==> src/rtl/secventiator_faze.sv <==
// secventiator_faze: traffic-light phase sequencer.
// Cycles N_DIR directional phases on ready_S, inserts a pedestrian phase on
// request, forces a SERVICE phase on mod_service, and latches a sticky fault
// when a phase overstays T_MAX clk_div ticks.
module secventiator_faze #(
    parameter int N_DIR = 4,
    parameter int T_MAX = 200
) (
    input  logic       clk,
    input  logic       rst,
    input  logic       clk_div,
    input  logic       ready_S,
    input  logic       cerere_pietoni,
    input  logic       mod_service,
    output logic [2:0] stare_semafor,
    output logic       schimbare,
    output logic       eroare
);

    typedef enum logic [2:0] {
        SUD     = 3'b000,
        EST     = 3'b001,
        VEST    = 3'b010,
        NORD    = 3'b011,
        PIETONI = 3'b100,
        SERVICE = 3'b111
    } faza_t;

    localparam int              CW       = $clog2(T_MAX + 1);
    // The fault fires on the tick that would bring the counter to T_MAX.
    localparam logic [CW-1:0]   WD_LAST  = CW'(T_MAX - 1);
    localparam logic [2:0]      DIR_LAST = 3'(N_DIR - 1);

    faza_t         stare_q, stare_d;
    faza_t         dir_prev_q, dir_prev_d;
    logic          pend_q, pend_d;
    logic [CW-1:0] wd_q, wd_d;
    logic          err_d;
    logic          wd_hit;
    logic          in_dir;

    // Successor of a directional phase, wrapping after the last configured one.
    function automatic faza_t urmatoarea_dir(input faza_t f);
        logic [2:0] cod;
        faza_t      rez;
        cod = f;
        if (cod >= DIR_LAST) begin
            rez = SUD;
        end else begin
            rez = faza_t'(cod + 3'd1);
        end
        return rez;
    endfunction

    // Classify the current phase and detect a watchdog expiry this cycle.
    always_comb begin
        in_dir = (stare_q != PIETONI) && (stare_q != SERVICE);
        wd_hit = clk_div && (wd_q == WD_LAST) && !ready_S && (stare_q != SERVICE);
    end

    // Next phase: fault lock, then service/watchdog, then normal sequencing.
    always_comb begin
        stare_d    = stare_q;
        dir_prev_d = dir_prev_q;
        err_d      = eroare;
        if (eroare) begin
            stare_d = SERVICE;
        end else if (mod_service || wd_hit) begin
            stare_d = SERVICE;
            err_d   = wd_hit;
        end else begin
            case (stare_q)
                SERVICE: begin
                    stare_d = SUD;
                end
                PIETONI: begin
                    if (ready_S) begin
                        stare_d = urmatoarea_dir(dir_prev_q);
                    end
                end
                default: begin
                    if (ready_S) begin
                        if (pend_q || cerere_pietoni) begin
                            stare_d    = PIETONI;
                            dir_prev_d = stare_q;
                        end else begin
                            stare_d = urmatoarea_dir(stare_q);
                        end
                    end
                end
            endcase
        end
    end

    // Pedestrian request flag: cleared on entry to PIETONI, deaf while in it.
    always_comb begin
        pend_d = pend_q;
        if ((stare_d == PIETONI) && (stare_q != PIETONI)) begin
            pend_d = 1'b0;
        end else if (cerere_pietoni && (stare_q != PIETONI)) begin
            pend_d = 1'b1;
        end
    end

    // Watchdog count: restarts on every phase change, parked at zero in SERVICE.
    always_comb begin
        wd_d = wd_q;
        if ((stare_d != stare_q) || (stare_q == SERVICE)) begin
            wd_d = '0;
        end else if (clk_div && in_dir) begin
            wd_d = wd_q + CW'(1);
        end else if (clk_div) begin
            wd_d = wd_q + CW'(1);
        end
    end

    // State, flags and the registered change strobe.
    always_ff @(posedge clk or posedge rst) begin
        if (rst) begin
            stare_q    <= SUD;
            dir_prev_q <= SUD;
            pend_q     <= 1'b0;
            wd_q       <= '0;
            eroare     <= 1'b0;
            schimbare  <= 1'b0;
        end else begin
            stare_q    <= stare_d;
            dir_prev_q <= dir_prev_d;
            pend_q     <= pend_d;
            wd_q       <= wd_d;
            eroare     <= err_d;
            schimbare  <= (stare_d != stare_q);
        end
    end

    assign stare_semafor = stare_q;

endmodule

==> config.mk <==
export PLATFORM = sky130hd
export DESIGN_NAME = secventiator_faze
export DESIGN_NICKNAME = d
export VERILOG_FILES = /design/src/rtl/secventiator_faze.sv
export SDC_FILE = /design/constraint.sdc
export NUM_CORES = 1
export LEC_CHECK = 0
export CAP_MARGIN = 20
export CELL_PAD_IN_SITES_DETAIL_PLACEMENT = 0
export CELL_PAD_IN_SITES_GLOBAL_PLACEMENT = 1
export CORE_ASPECT_RATIO = 1.4
export CORE_MARGIN = 3
export CORE_UTILIZATION = 46
export DETAILED_ROUTE_END_ITERATION = 12
export GPL_ROUTABILITY_DRIVEN = 0
export GPL_TIMING_DRIVEN = 0
export PLACE_DENSITY = 0.78
export SYNTH_ARGS = -nofsm -noshare
export SYNTH_HDL_FRONTEND = slang
export SYNTH_SLANG_ARGS = --single-unit
==> constraint.sdc <==
create_clock -name clk -period 6.15 [get_ports clk]
set_clock_uncertainty 0.05 [all_clocks]
set_input_delay 1.845 -clock clk [delete_from_list [all_inputs] [get_ports clk]]
set_output_delay 1.845 -clock clk [all_outputs]
set_load 0.02 [all_outputs]
After elaboration in Yosys (flattened, before gate mapping)
Cells that the tools add are included.

storage, ports and cells
  bits in latches = 0
  memories = 0
  output and inout bits = 5
  logic and storage cells = 51
  register bits = 17
  bits in writable memories = 0
  ROM bits = 0
  bits of input ports = 6

cells by class
  $mul = 0
  bitwise logic cells = 3
  shift-type cells = 0
  eq/ne operators = 7
  divide/modulo/power cells = 0
  reductions and logical operators = 15
  muxes and demuxes = 15
  magnitude comparators = 2
  $add $sub $neg = 3

operator list
  operator             number
  $mux 8               3
  $mux 3               7
  $eq 3x3->1 const B   3
  $add 8x1->8 const B  1
  $eq 8x8->1 const B   1
  $logic_and 1x1->1    7
  $add 3x1->3 const B  2
  $ge 3x2->1 const B   2
  $ne 3x3->1 const B   2
  $pmux 3 s2           1
  $reduce_and 5->1     1
  $mux 1               4
  $logic_or 1x1->1     3
  $ne 3x3->1           1
  $not 1->1            3
  $reduce_bool 3->1    1
  $reduce_bool 2->1    1
  $reduce_or 2->1      1
  $logic_not 1->1      1

Depth between registers and ports, before layout
Gate-level depths: netlist of run 1.

  depth after elaboration = 10
  depth in mapped cells = 8
  depth with buffers taken out = 8

Least setup slack after synthesis of run 1
No wires, ideal clock.

  path type = input -> register
  start point = input port ready_S
  end point = register schimbare
  slack = 2904 ps
  library setup time = 124 ps
  required time = 5976 ps
  arrival = 3072 ps
  stages on the path = 6
  buffers on the path = 0
  cells stage by stage = nor4b_2 -> a311oi_4 -> o221ai_2 -> xnor2_2 -> o221ai_2 -> or2_1

between the ends
  word-level cells in the longest chain between the ends = 7
  elaborated cells between the ends (all ways) = 10
  those cells by class = eq/ne: 1; mux: 5; reduce/logical: 4

RTL lines
  what                                            RTL line  RTL
  start, declared                                 12        input logic ready_S,
  branches (longest 4 deep; another with $mux 3)  n/a
  $mux 3 (*)                                      68        end else if (mod_service || wd_hit) begin
  $mux 3 (*)                                      66        if (eroare) begin
  net stare_d[1]                                  34        faza_t stare_q, stare_d;
  $ne 3x3->1 (*)                                  132       schimbare <= (stare_d != stare_q);
  end signal, assigned                            132
  end, declared                                   16        output logic schimbare,

Mark *: on every way through the listed nets, which the timed path passes.
A chain may end at the register's enable or synchronous reset.

Worst setup path after layout of run 1
  start point = input port ready_S
  end point = register wd_q[2]

between the ends
  word-level cells in the longest chain between the ends = 9
  elaborated cells between the ends (all ways) = 13
  those cells by class = eq/ne: 1; mux: 6; reduce/logical: 6

RTL lines
  what                                                                 RTL line  RTL
  branches (longest 4 deep; another with $mux 3)                       n/a
  $mux 3 (*)                                                           68
  $mux 3 (*)                                                           66
  $ne 3x3->1 (*)                                                       108       if ((stare_d != stare_q) || (stare_q == SERVICE)) begin
  $logic_or 1x1->1 (*)                                                 108
  $reduce_bool 3->1 (no source line) / $mux 8 (equally long branches)  n/a
  end signal, assigned                                                 130       wd_q <= wd_d;
  end, declared                                                        37        logic [CW-1:0] wd_q, wd_d;

Every way passes the cells marked *.

==> parameters.txt, run 1 <==
Parameter                              Value

Status
  Result of the run    completed

Synthesis
  Most frequently used flop master after synthesis    dfrtp_1
  Post-Synthesis Cells    100
  Avg Cell Area, Syn    about 11 sq um
  Cell area after synthesis    1050 sq um
  Cell type with the largest total area after synthesis    dfrtp_1
  Nets in the synthesized netlist    around 110
  Post-synth EDFFs    0
  Part of the Yosys area used for sequential elements    between 40% and 50%
  Async SR Flop Fraction    between 90% and 100%
  Adder and majority cell fraction of the synthesized area    7.14%
  Number of distinct standard cells referenced by the synthesized netlist    39
  Post-synthesis share of cell area spent on and, or, nand and nor gates    about a fifth
  Synth top area share    a little over 40%
  Share of the synthesized area in compound gates (AO/OA/AOI/OAI)    between 20% and 30%
  Mux share of post-synthesis cell area    under 10%
  Synthesis warning total    0
  Fraction of synthesized cell area in xor and xnor cells    about 7.4%
  Post-synthesis register bit count    17
  Combinational family with the most area after synthesis    compound AO/OA/AOI/OAI gates
  Cell types occupying the most area after synthesis    dfrtp_1 (40%), ha_1 (7.1%), nor4_1 (4.8%)

GRT
  Initial antenna violation count    0
  Maximum number of pins on one net before global-route repair    18
  Total Routing Usage GR    a little under a fifth
  Via count of the first global-routing pass    about 870
  Grt total ovfl    0
  Global-route wire length before repair    3910 um

Detailed routing
  WL final    roughly 2200 um
  Detail-routed via count per cell    between 6 and 7
  Iter 0 DRT Violations    16
  Routed wirelength normalized by instance count    16.1 um
  ANT nets after route    0
  Length of the first detailed-routing pass in iterations    3
  Vias post-DR    roughly 820
  DRC violation count after routing    0

STA
  Slew headroom    56.9%
  Final Hold Slack    between 0.4 and 0.5 ns
  Post-route fraction of the period consumed by the critical path    roughly 61%
  RSZ-0062 raised after global routing    no
  Transition at the pin with the smallest max-transition slack    0.646 ns
  Setup_tns    0 ns
  Min Clock Period, post-route    around 3.7 ns
  Setup Viol. Count Final    0
  Count of final max-slew check failures    0
  Highest Clock Rate    approximately 270 MHz
  Final Hold Vio Count    0
  Final Worst Setup Slack    around 2.4 ns

Finish
  Area of all sequential standard cells    approximately 430 sq um
  Area occupied by multi-input gates    roughly 590 sq um
  Design Area, Final    roughly 1200 sq um
  Count of inserted antenna diode cells    0
  Final cell count without fillers    ~140
  Fill count    between 150 and 200
  Number of nets at the end of the flow    around 130
  Share of cells above drive strength 1    between 10 and 15%
  Relative area change from synthesis to final layout    14.6%

Worst hold path
  Endpoint, Worst Hold    dir_prev_q[2]$_DFFE_PP0P_
  Hold Path Class    reg -> reg
  Hold path start    dir_prev_q[2]$_DFFE_PP0P_
  Hold Path Cell Cnt    2

Placed design
  Area after detailed placement    around 1200 sq um
  Count of placed standard cells including taps    ~130
  Post-place setup slack    around 2.1 ns
  Port-buffer cells    10
  Hpwl dp    approximately 1600 um

Setup path
  Required arrival time at the worst endpoint    ~6.3 ns
  CP startpoint kind    primary input
  Flop2flop setup slack    about 3.6 ns
  Endpoint of the most critical register-to-register path    wd_q[2]$_DFFE_PP0P_
  Worst path max stage delay    0.52 ns
  Startpoint of the worst setup timing path    ready_S
  CP Class    in -> reg
  Reg-to-reg critical path startpoint    stare_semafor[0]$_DFF_PP0_
  Worst-case reg-to-reg path depth    8
  Arrival @ worst endpoint    ~3.9 ns
  Cell type of the slowest stage on the worst timing path    clkdlybuf4s50_1
  Capturing element type of the critical path    register
  Worst Path Max Fanout    10
  List of cells traversed by the critical path    clkdlybuf4s50_1, buf_6, or4b_1, a21o_1, nand2_2, a31oi_1, o221ai_2, nor4_1

Pwr
  Power density cells    between 200 and 250 nW/um^2
  Net Switching    ~0.00011 W
  Proportion of power drawn by flip-flops and latches    47.5%
  Static Leak    slightly below 0.5 nW
  Portion of total power attributed to the clock network    slightly above 20%
  Design internal power    between 0.00015 and 0.0002 W
  Switching power share of the total    about 36%
  Largest voltage drop on the vdd net    approximately 0.00017 V
  Share of total power in combinational logic    about a third

Clock tree
  Root buffer cell    clkbuf_4
  Number of buffers inserted to repair setup after CTS    0
  CTS Sinks    17
  Number of H-tree branching levels    1
  Clock latency on the worst-skew pair    roughly 0.29 ns
  Clock tree from TritonCTS    yes
  Number of gates resized after CTS    0
  Max Root-Sink Buffers    2
  Clock slew at reported path FFs    around 0.1 ns
  Count of hold-fix buffers inserted at cts    0
  Number of CTS-inserted buffers    3

Die
  Die boundary width    ~46 um
  FP Rows    19
  Die Height    between 60 and 70 um
  Full die area    between 2000 and 3000 sq um
  Total core area    slightly above 2000 sq um
  Boundary pin count    11
  Effective utilization at floorplan    between 50% and 60%

Run
  Maximum capacitance violations    0
## cells in the mapped netlist, drive strengths merged (2+ instances only)
master	count
inv	5
mux2i	2
dfrtp	17
nand2	9
nor2	4
o221ai	3
buf	2
xnor2	4
ha	6
nor4	8
nand4	3
a31oi	2
nor3b	2
nand2b	2
a21oi	5
o21ai	8
xor2	4
## power groups by stage
stage               clock [W]  sequential, W  combinational (W)
finish              0.0000603       0.000141          0.0000957
global route        0.0000671       0.000143           0.000108
CTS                 0.0000624       0.000141          0.0000966
detailed placement          0       0.000144          0.0000960
global placement            0       0.000143          0.0000942
floorplan                   0       0.000145          0.0000620
## cell families (layout without fill, tap and decap cells)
| group | Yosys count | after routing |
|---|---|---|
| adders and majority gates | 6 | 6 |
| buffers and inverters | 7 | 21 |
| AOI/OAI and AO/OA | 26 | 26 |
| and+or+nand+nor | 34 | 34 |
| xor gates and xnor gates | 8 | 8 |
| DFF | 17 | 17 |
| muxes | 2 | 2 |
## cells in the final DEF (no fill, tap or decap), types with 2 or more instances in the layout
cell type and n:
dfrtp_1 17, nand2b_1 2, a21oi_1 4, nand2_1 8
nor2_1 4, inv_1 5, o221ai_2 2, nor4_1 8
clkbuf_4 3, ha_1 6, o21ai_1 5, nand4_1 3
xor2_1 4, clkdlybuf4s50_1 10, a31oi_1 2, xnor2_1 3
o21ai_0 3
## per-layer routing
| metal | vias up | part of all wire [%] | track usage, % | routed length, um |
|---|---|---|---|---|
| met2 | 8 | 55 | 30.3 | 1200 |
| met3 | 5 | 1.5 | 1.73 | 33 |
| met4 | 0 | 1.9 | 7.47 | 42 |
| met5 | - | 0 | 0 | 0 |
| met1 | 400 | 41 | 22.3 | 896 |
| li1 | 410 | - | - | - |
## sequential cells by signal, summed over array words and instances (netlist names)
signal and cells:
stare_semafor 3, eroare 1, dir_prev_q 3, pend_q 1, schimbare 1, wd_q 8
## critical path: cells and delay by family
kind	cells	cell delay, ns
buf+inv	2	0.67
compound gates	3	0.67
simple gates	3	0.65
## stage by stage
step,total power [W],util [%]
2_1_floorplan,0.000207,-
3_3_place_gp,0.000237,56.9
3_5_place_dp,0.000240,56.9
4_1_cts,0.000300,58.3
5_1_grt,0.000318,58.3
6_report,0.000297,58.3
## final cells by class
cell class | instances | share of cell area, %
repair buffers | 10 | 8.31
plain buffers | 2 | 1.35
well taps | 21 | 2.18
flip-flops and latches | 17 | 35.3
clock inverters | 1 | 0.415
inverters | 5 | 1.56
clock buffers | 3 | 1.87
multi-input cells | 76 | 49.0
## worst max-delay path by stage
stage | endpoint | depth (start not counted)
after floorplan | schimbare$_DFF_PP0_ | 6
after global placement | wd_q[6]$_DFFE_PP0P_ | 8
after detailed placement | wd_q[2]$_DFFE_PP0P_ | 8
after CTS | wd_q[2]$_DFFE_PP0P_ | 8
after global routing | wd_q[2]$_DFFE_PP0P_ | 8
final | wd_q[2]$_DFFE_PP0P_ | 8
Power figures use the tool's default switching activity.
==> run 2, diff against run 1 <==
CORE_UTILIZATION = 39   (was 46)
PLACE_DENSITY = 0.7   (was 0.78)
clock period = 3.1 ns   (was 6.15 ns; I/O delays follow)
==> run 2 against run 1 <==
  * Wire length is 0.32% lower
  * Sequential power is 99% higher
  * Non-clock buffer count stayed put
  * Hold slack better by 0.0083 ns
  * Clock-buffer cell count is 1 higher
==> parameters.txt, run 2 (synthesized netlist as in run 1, its figures left out) <==
Parameter                              Value

Setup path
  Worst path max stage delay    0.52 ns (about the same)
  CP Class    in -> reg
  Flop2flop setup slack    0.60 ns (-2.98 ns)
  Capturing element type of the critical path    register
  Cell occurring most often along the worst timing path    o221ai_2
  CP startpoint kind    primary input
  Worst Path Max Fanout    10 (unchanged)
  List of cells traversed by the critical path    clkdlybuf4s50_1, buf_6, nor3b_2, a31oi_1, o221ai_2, xnor2_2, o221ai_2, nor4_1
  Cell family with the largest share of critical-path delay    buffers and inverters
  Buffers plus inverters on the worst setup path    2 (unchanged)
  Cell type of the slowest stage on the worst timing path    clkdlybuf4s50_1
  Required arrival time at the worst endpoint    3.24 ns (-3.02 ns)
  Worst-case reg-to-reg path depth    8 (unchanged)
  Reg-to-reg critical path startpoint    stare_semafor[1]$_DFF_PP0_
  Arrival @ worst endpoint    2.96 ns (-0.89 ns)
  Endpoint of the most critical register-to-register path    wd_q[4]$_DFFE_PP0P_

Placed design
  Port-buffer cells    10 (unchanged)
  Post-place setup slack    -0.0368 ns (-2.15 ns)
  Hpwl dp    1630 um (-1.3%)
  Count of placed standard cells including taps    144 (+9.9%)

Clock tree
  Clock slew at reported path FFs    0.10 ns (about the same)
  Number of H-tree branching levels    1 (unchanged)
  Clock latency on the worst-skew pair    0.29 ns (about the same)
  Count of hold-fix buffers inserted at cts    0 (unchanged)
  Number of gates resized after CTS    0 (unchanged)
  Number of CTS-inserted buffers    3 (unchanged)
  CTS Sinks    17 (unchanged)
  Number of buffers inserted to repair setup after CTS    0 (unchanged)
  Clock tree from TritonCTS    yes
  Max Root-Sink Buffers    2 (unchanged)
  Root buffer cell    clkbuf_4

Detailed routing
  Post-Route M1 WL    945 um (+5.5%)
  WL final    2160 um (-0.32%)
  Length of the first detailed-routing pass in iterations    4 (+1)
  ANT nets after route    0 (unchanged)
  Uppermost layer routed    met4
  Iter 0 DRT Violations    12 (-4)
  Routed wirelength normalized by instance count    14.6 um (-9.1%)
  Routed wl met2    1170 um (-2.5%)
  Vias post-DR    808 (-1.8%)
  DRC violation count after routing    0 (unchanged)
  DR WL met3    34 um (+3.0%)
  Detail-routed via count per cell    5.46 (-10%)

Finish
  Most frequent standard cell in the layout excluding fill and tap cells    dfrtp_1
  Fill count    258 (+39%)
  Count of inserted antenna diode cells    0 (unchanged)
  Area of all sequential standard cells    425 sq um (unchanged)
  Relative area change from synthesis to final layout    16.1%
  Number of nets at the end of the flow    127 (unchanged)
  Flip-flop count of the largest register after layout    8 (unchanged)
  Most flop-heavy register    wd_q
  Top library cells by usage in the layout, fill and taps aside    dfrtp_1 (17), clkdlybuf4s50_1 (10), nand2_1 (8), nor4_1 (8), ha_1 (6)
  Final core utilization    49.4% (-8.9 points)
  Final cell count without fillers    148 (+9.6%)
  Share of cells above drive strength 1    14.0% (-0.88 points)
  Area occupied by multi-input gates    591 sq um (unchanged)

Worst hold path
  Hold Path Cell Cnt    2 (unchanged)
  Hold path start    dir_prev_q[2]$_DFFE_PP0P_
  Hold Path Class    reg -> reg
  Endpoint, Worst Hold    dir_prev_q[2]$_DFFE_PP0P_

STA
  Final Hold Vio Count    0 (unchanged)
  Post-route fraction of the period consumed by the critical path    90.8%
  Transition at the pin with the smallest max-transition slack    0.686 ns (+0.0406 ns)
  Min Clock Period, post-route    roughly 2.8 ns
  RSZ-0062 raised after global routing    no
  Highest Clock Rate    between 300 and 400 MHz
  Slew headroom    54.2% (-2.7 points)
  Final Hold Slack    0.483 ns (+0.00826 ns)
  Count of final max-slew check failures    0 (unchanged)
  Setup Viol. Count Final    0 (unchanged)
  Final Worst Setup Slack    0.286 ns (-2.13 ns)

Pwr
  Design internal power    0.000378 W (+99%)
  Net Switching    0.000210 W (+97%)
  Switching power share of the total    35.7% (-0.25 points)
  Portion of total power attributed to the clock network    20.5% (+0.2 points)
  Largest voltage drop on the vdd net    0.000235 V (+37%)
  Static Leak    0.489 nW (-0.56%)
  Power density cells    483 nW/um^2 (+96%)
  Proportion of power drawn by flip-flops and latches    47.7% (+0.2 points)
  Total Power Consumption    0.000589 W (+98%)
  Share of total power in combinational logic    31.8% (-0.4 points)

GRT
  Global-route wire length before repair    3680 um (-6.0%)
  Maximum number of pins on one net before global-route repair    18 (unchanged)
  Total Routing Usage GR    14.7% (-3.4 points)
  Via count of the first global-routing pass    814 (-6.5%)
  Grt total ovfl    0 (unchanged)
  Initial antenna violation count    0 (unchanged)

Status
  Result of the run    completed

Die
  Effective utilization at floorplan    42.6% (-8.3 points)
  Die boundary width    49.9 um (+7.5%)
  FP Rows    21 (+2)
  Die Height    67.4 um (+7.8%)
  Total core area    2470 sq um (+19%)
  Boundary pin count    11 (unchanged)
  Full die area    3360 sq um (+16%)

Run
  Maximum capacitance violations    0 (unchanged)
run 2: changes by cell type in the layout (fill, tap and decap cells not counted), sizes merged:
| cell | delta |
|---|---|
| clkbuf | +1 |
| clkinv | -1 |
run 2: layout make-up:
cell class | instances | share of cell area (%)
buffer | 2 | 1.33
clock buffer | 4 | 2.15
inverter | 5 | 1.54
multi-input combinational | 76 | 48.4
sequential | 17 | 34.9
tap | 34 | 3.49
timing repair buffer | 10 | 8.21
run 2: tightest hold or removal path, stage by stage, from the launching register on:
cell and delay, ns:
dfrtp_1 0.39, nand2_1 0.05, o21ai_1 0.06
run 2: worst max-delay path by stage:
stage | start | to | depth (start not counted)
global placement | ready_S | wd_q[0]$_DFFE_PP0P_ | 8
finish | ready_S | wd_q[4]$_DFFE_PP0P_ | 8
CTS | ready_S | wd_q[4]$_DFFE_PP0P_ | 8
global route | ready_S | wd_q[3]$_DFFE_PP0P_ | 8
detailed placement | ready_S | schimbare$_DFF_PP0_ | 8
floorplan | ready_S | schimbare$_DFF_PP0_ | 6
run 2: power groups by stage:
stage / sequential (W) / clock, W / combinational, W
global route: 0.000287 / 0.000135 / 0.000211
CTS: 0.000282 / 0.000128 / 0.000190
finish: 0.000281 / 0.000121 / 0.000187
detailed placement: 0.000286 / 0 / 0.000189
floorplan: 0.000288 / 0 / 0.000123
global placement: 0.000286 / 0 / 0.000187
run 2: per-stage QoR:
step	area (sq um)	setup TNS, ns
floorplan	1050	0
global placement	1190	-0.144
detailed placement	1190	-0.228
CTS	1220	0
global route	1220	0
finish	1220	0
run 2: routing by layer:
metal	global-route usage [%]	vias up
li1	-	408
met1	17.6	391
met2	26.2	7
met3	2.65	2
met4	5.19	0
met5	0	-
==> run 3, diff against run 2 <==
CORE_UTILIZATION = 43   (was 39)
PLACE_DENSITY = 0.73   (was 0.7)
clock period = 3.2 ns   (was 3.1 ns; I/O delays follow)
==> run 3 against run 2 <==
  * Clock-buffer cell count stayed put
  * Via count up 2.5%
  * Wire length rose by 0.14%
  * Critical path type unchanged
  * Largest power group unchanged
  * Cell count decreased by 8.1%
  * Total power decreased by 2.9%
  * Sequential cell count stayed put
  * Non-clock buffer count did not move
  * Highest routed layer unchanged
  * Worst setup slack better by 0.068 ns
  * Sequential share of layout area up 0.43 points
  * Utilization increased by 4.1 points
  * Register-to-register slack gained 0.06 ns
==> parameters.txt, run 3 (synthesized netlist as in run 1, its figures left out) <==
Parameter                              Value

Status
  Result of the run    completed

Detailed routing
  DRC violation count after routing    0 (unchanged)
  Detail-routed via count per cell    6.09 (+12%)
  Routed wirelength normalized by instance count    15.9 um (+9.0%)
  Length of the first detailed-routing pass in iterations    4 (unchanged)
  WL final    2170 um (+0.14%)
  Vias post-DR    828 (+2.5%)
  Iter 0 DRT Violations    16 (+4)
  ANT nets after route    0 (unchanged)

Pwr
  Portion of total power attributed to the clock network    20.1% (-0.4 points)
  Switching power share of the total    35.8% (+0.10 points)
  Design internal power    0.000367 W (-3.1%)
  Largest voltage drop on the vdd net    0.000264 V (+12%)
  Proportion of power drawn by flip-flops and latches    47.6% (about the same)
  Net Switching    0.000205 W (-2.6%)
  Static Leak    0.489 nW (unchanged)
  Power density cells    474 nW/um^2 (-1.7%)
  Share of total power in combinational logic    32.2% (+0.4 points)

Setup path
  Worst-case reg-to-reg path depth    7 (-1)
  Required arrival time at the worst endpoint    3.31 ns (+0.07 ns)
  Startpoint of the worst setup timing path    ready_S
  Reg-to-reg critical path startpoint    stare_semafor[0]$_DFF_PP0_
  End point of the critical path    wd_q[4]$_DFFE_PP0P_
  CP startpoint kind    primary input
  CP Class    in -> reg
  Endpoint of the most critical register-to-register path    wd_q[4]$_DFFE_PP0P_
  Arrival @ worst endpoint    2.95 ns (about the same)
  Flop2flop setup slack    0.66 ns (+0.06 ns)
  Capturing element type of the critical path    register
  Worst Path Max Fanout    10 (unchanged)

Clock tree
  CTS Sinks    17 (unchanged)
  Clock slew at reported path FFs    0.10 ns (about the same)
  Count of hold-fix buffers inserted at cts    0 (unchanged)
  Max Root-Sink Buffers    2 (unchanged)
  Number of CTS-inserted buffers    3 (unchanged)
  Number of H-tree branching levels    1 (unchanged)
  Clock tree from TritonCTS    yes
  Root buffer cell    clkbuf_4
  Number of buffers inserted to repair setup after CTS    0 (unchanged)
  Clock latency on the worst-skew pair    0.29 ns (about the same)
  Number of gates resized after CTS    0 (unchanged)

Placed design
  Count of placed standard cells including taps    132 (-8.3%)
  Hpwl dp    1670 um (+2.7%)
  Port-buffer cells    10 (unchanged)

Die
  Boundary pin count    11 (unchanged)
  Effective utilization at floorplan    46.7% (+4.1 points)
  Die boundary width    47.8 um (-4.2%)
  Die Height    64.5 um (-4.3%)
  FP Rows    20 (-4.8%)
  Full die area    3080 sq um (-8.3%)
  Total core area    2250 sq um (-8.8%)

STA
  Highest Clock Rate    between 300 and 400 MHz
  Min Clock Period, post-route    ~2.8 ns
  Transition at the pin with the smallest max-transition slack    0.625 ns (-0.0612 ns)
  Slew headroom    58.3% (+4.1 points)
  Post-route fraction of the period consumed by the critical path    about 89%
  Final Hold Vio Count    0 (unchanged)
  Setup_tns    0 ns (unchanged)
  Count of final max-slew check failures    0 (unchanged)
  Setup Viol. Count Final    0 (unchanged)
  RSZ-0062 raised after global routing    no

Finish
  Count of inserted antenna diode cells    0 (unchanged)
  Final cell count without fillers    136 (-8.1%)
  Share of cells above drive strength 1    14.0% (unchanged)
  Fill count    217 (-16%)
  Most frequent standard cell in the layout excluding fill and tap cells    dfrtp_1
  Top library cells by usage in the layout, fill and taps aside    dfrtp_1 (17), clkdlybuf4s50_1 (10), nand2_1 (8), nor4_1 (8), ha_1 (6)
  Number of nets at the end of the flow    127 (unchanged)
  Flip-flop count of the largest register after layout    8 (unchanged)
  Relative area change from synthesis to final layout    14.6%
  Most flop-heavy register    wd_q

GRT
  Global-route wire length before repair    3640 um (-0.92%)
  Grt total ovfl    0 (unchanged)
  Initial antenna violation count    0 (unchanged)
  Total Routing Usage GR    16.4% (+1.7 points)
  Via count of the first global-routing pass    815 (+0.12%)
  Maximum number of pins on one net before global-route repair    18 (unchanged)

Run
  Maximum capacitance violations    0 (unchanged)

Worst hold path
  Hold Path Class    reg -> reg
[run 3: worst min-delay path by stage]
stage	startpoint	endpoint	slack [ns]	cells past startpoint
2_1_floorplan	dir_prev_q[2]$_DFFE_PP0P_	dir_prev_q[2]$_DFFE_PP0P_	0.42	2
5_1_grt	dir_prev_q[1]$_DFFE_PP0P_	dir_prev_q[1]$_DFFE_PP0P_	0.52	2
6_report	dir_prev_q[1]$_DFFE_PP0P_	dir_prev_q[1]$_DFFE_PP0P_	0.49	2
3_5_place_dp	dir_prev_q[1]$_DFFE_PP0P_	dir_prev_q[1]$_DFFE_PP0P_	0.48	2
3_3_place_gp	dir_prev_q[2]$_DFFE_PP0P_	dir_prev_q[2]$_DFFE_PP0P_	0.44	2
4_1_cts	dir_prev_q[1]$_DFFE_PP0P_	dir_prev_q[1]$_DFFE_PP0P_	0.50	2
[run 3: power groups by stage]
stage	logic [W]	registers, W	clock network, W
CTS	0.000185	0.000273	0.000121
global placement	0.000182	0.000275	0
detailed placement	0.000185	0.000277	0
global route	0.000206	0.000276	0.000131
finish	0.000184	0.000272	0.000115
floorplan	0.000119	0.000279	0
[run 3: metal layers]
layer  vias to the layer above  part of all wire [%]  GRT usage [%]
met5                         -                     0              0
met4                         0                  0.60           7.07
met3                         2                   1.4           1.67
met2                         7                    55           28.3
met1                       414                    43           19.3
li1                        405                     -              -
[run 3: area by class of cell]
class                      count  area, sq um  share of cell area (%)
buffer                         2         16.3                    1.35
clock buffer                   4         26.3                    2.18
inverter                       5         18.8                    1.56
multi-input combinational     76          591                    49.0
sequential                    17          425                    35.3
tap                           22         27.5                    2.28
timing repair buffer          10          100                    8.31
[run 3: critical path, cell delays in order]
cell	delay, ns
clkdlybuf4s50_1	0.52
buf_6	0.15
nor3b_2	0.25
o21ai_1	0.15
o221ai_1	0.20
a21oi_2	0.12
mux2i_2	0.48
nor4_1	0.12
[run 3: per-stage QoR]
stage,hold WS [ns],setup slack [ns],utilization [%],power [W],area (sq um)
after floorplan,0.420,0.839,-,0.000399,1050
after global placement,0.442,0.0413,52.3,0.000457,1180
after detailed placement,0.480,0.0405,52.3,0.000462,1180
after CTS,0.502,0.349,53.5,0.000579,1200
after global routing,0.515,0.170,53.5,0.000613,1200
final,0.492,0.354,53.5,0.000572,1200
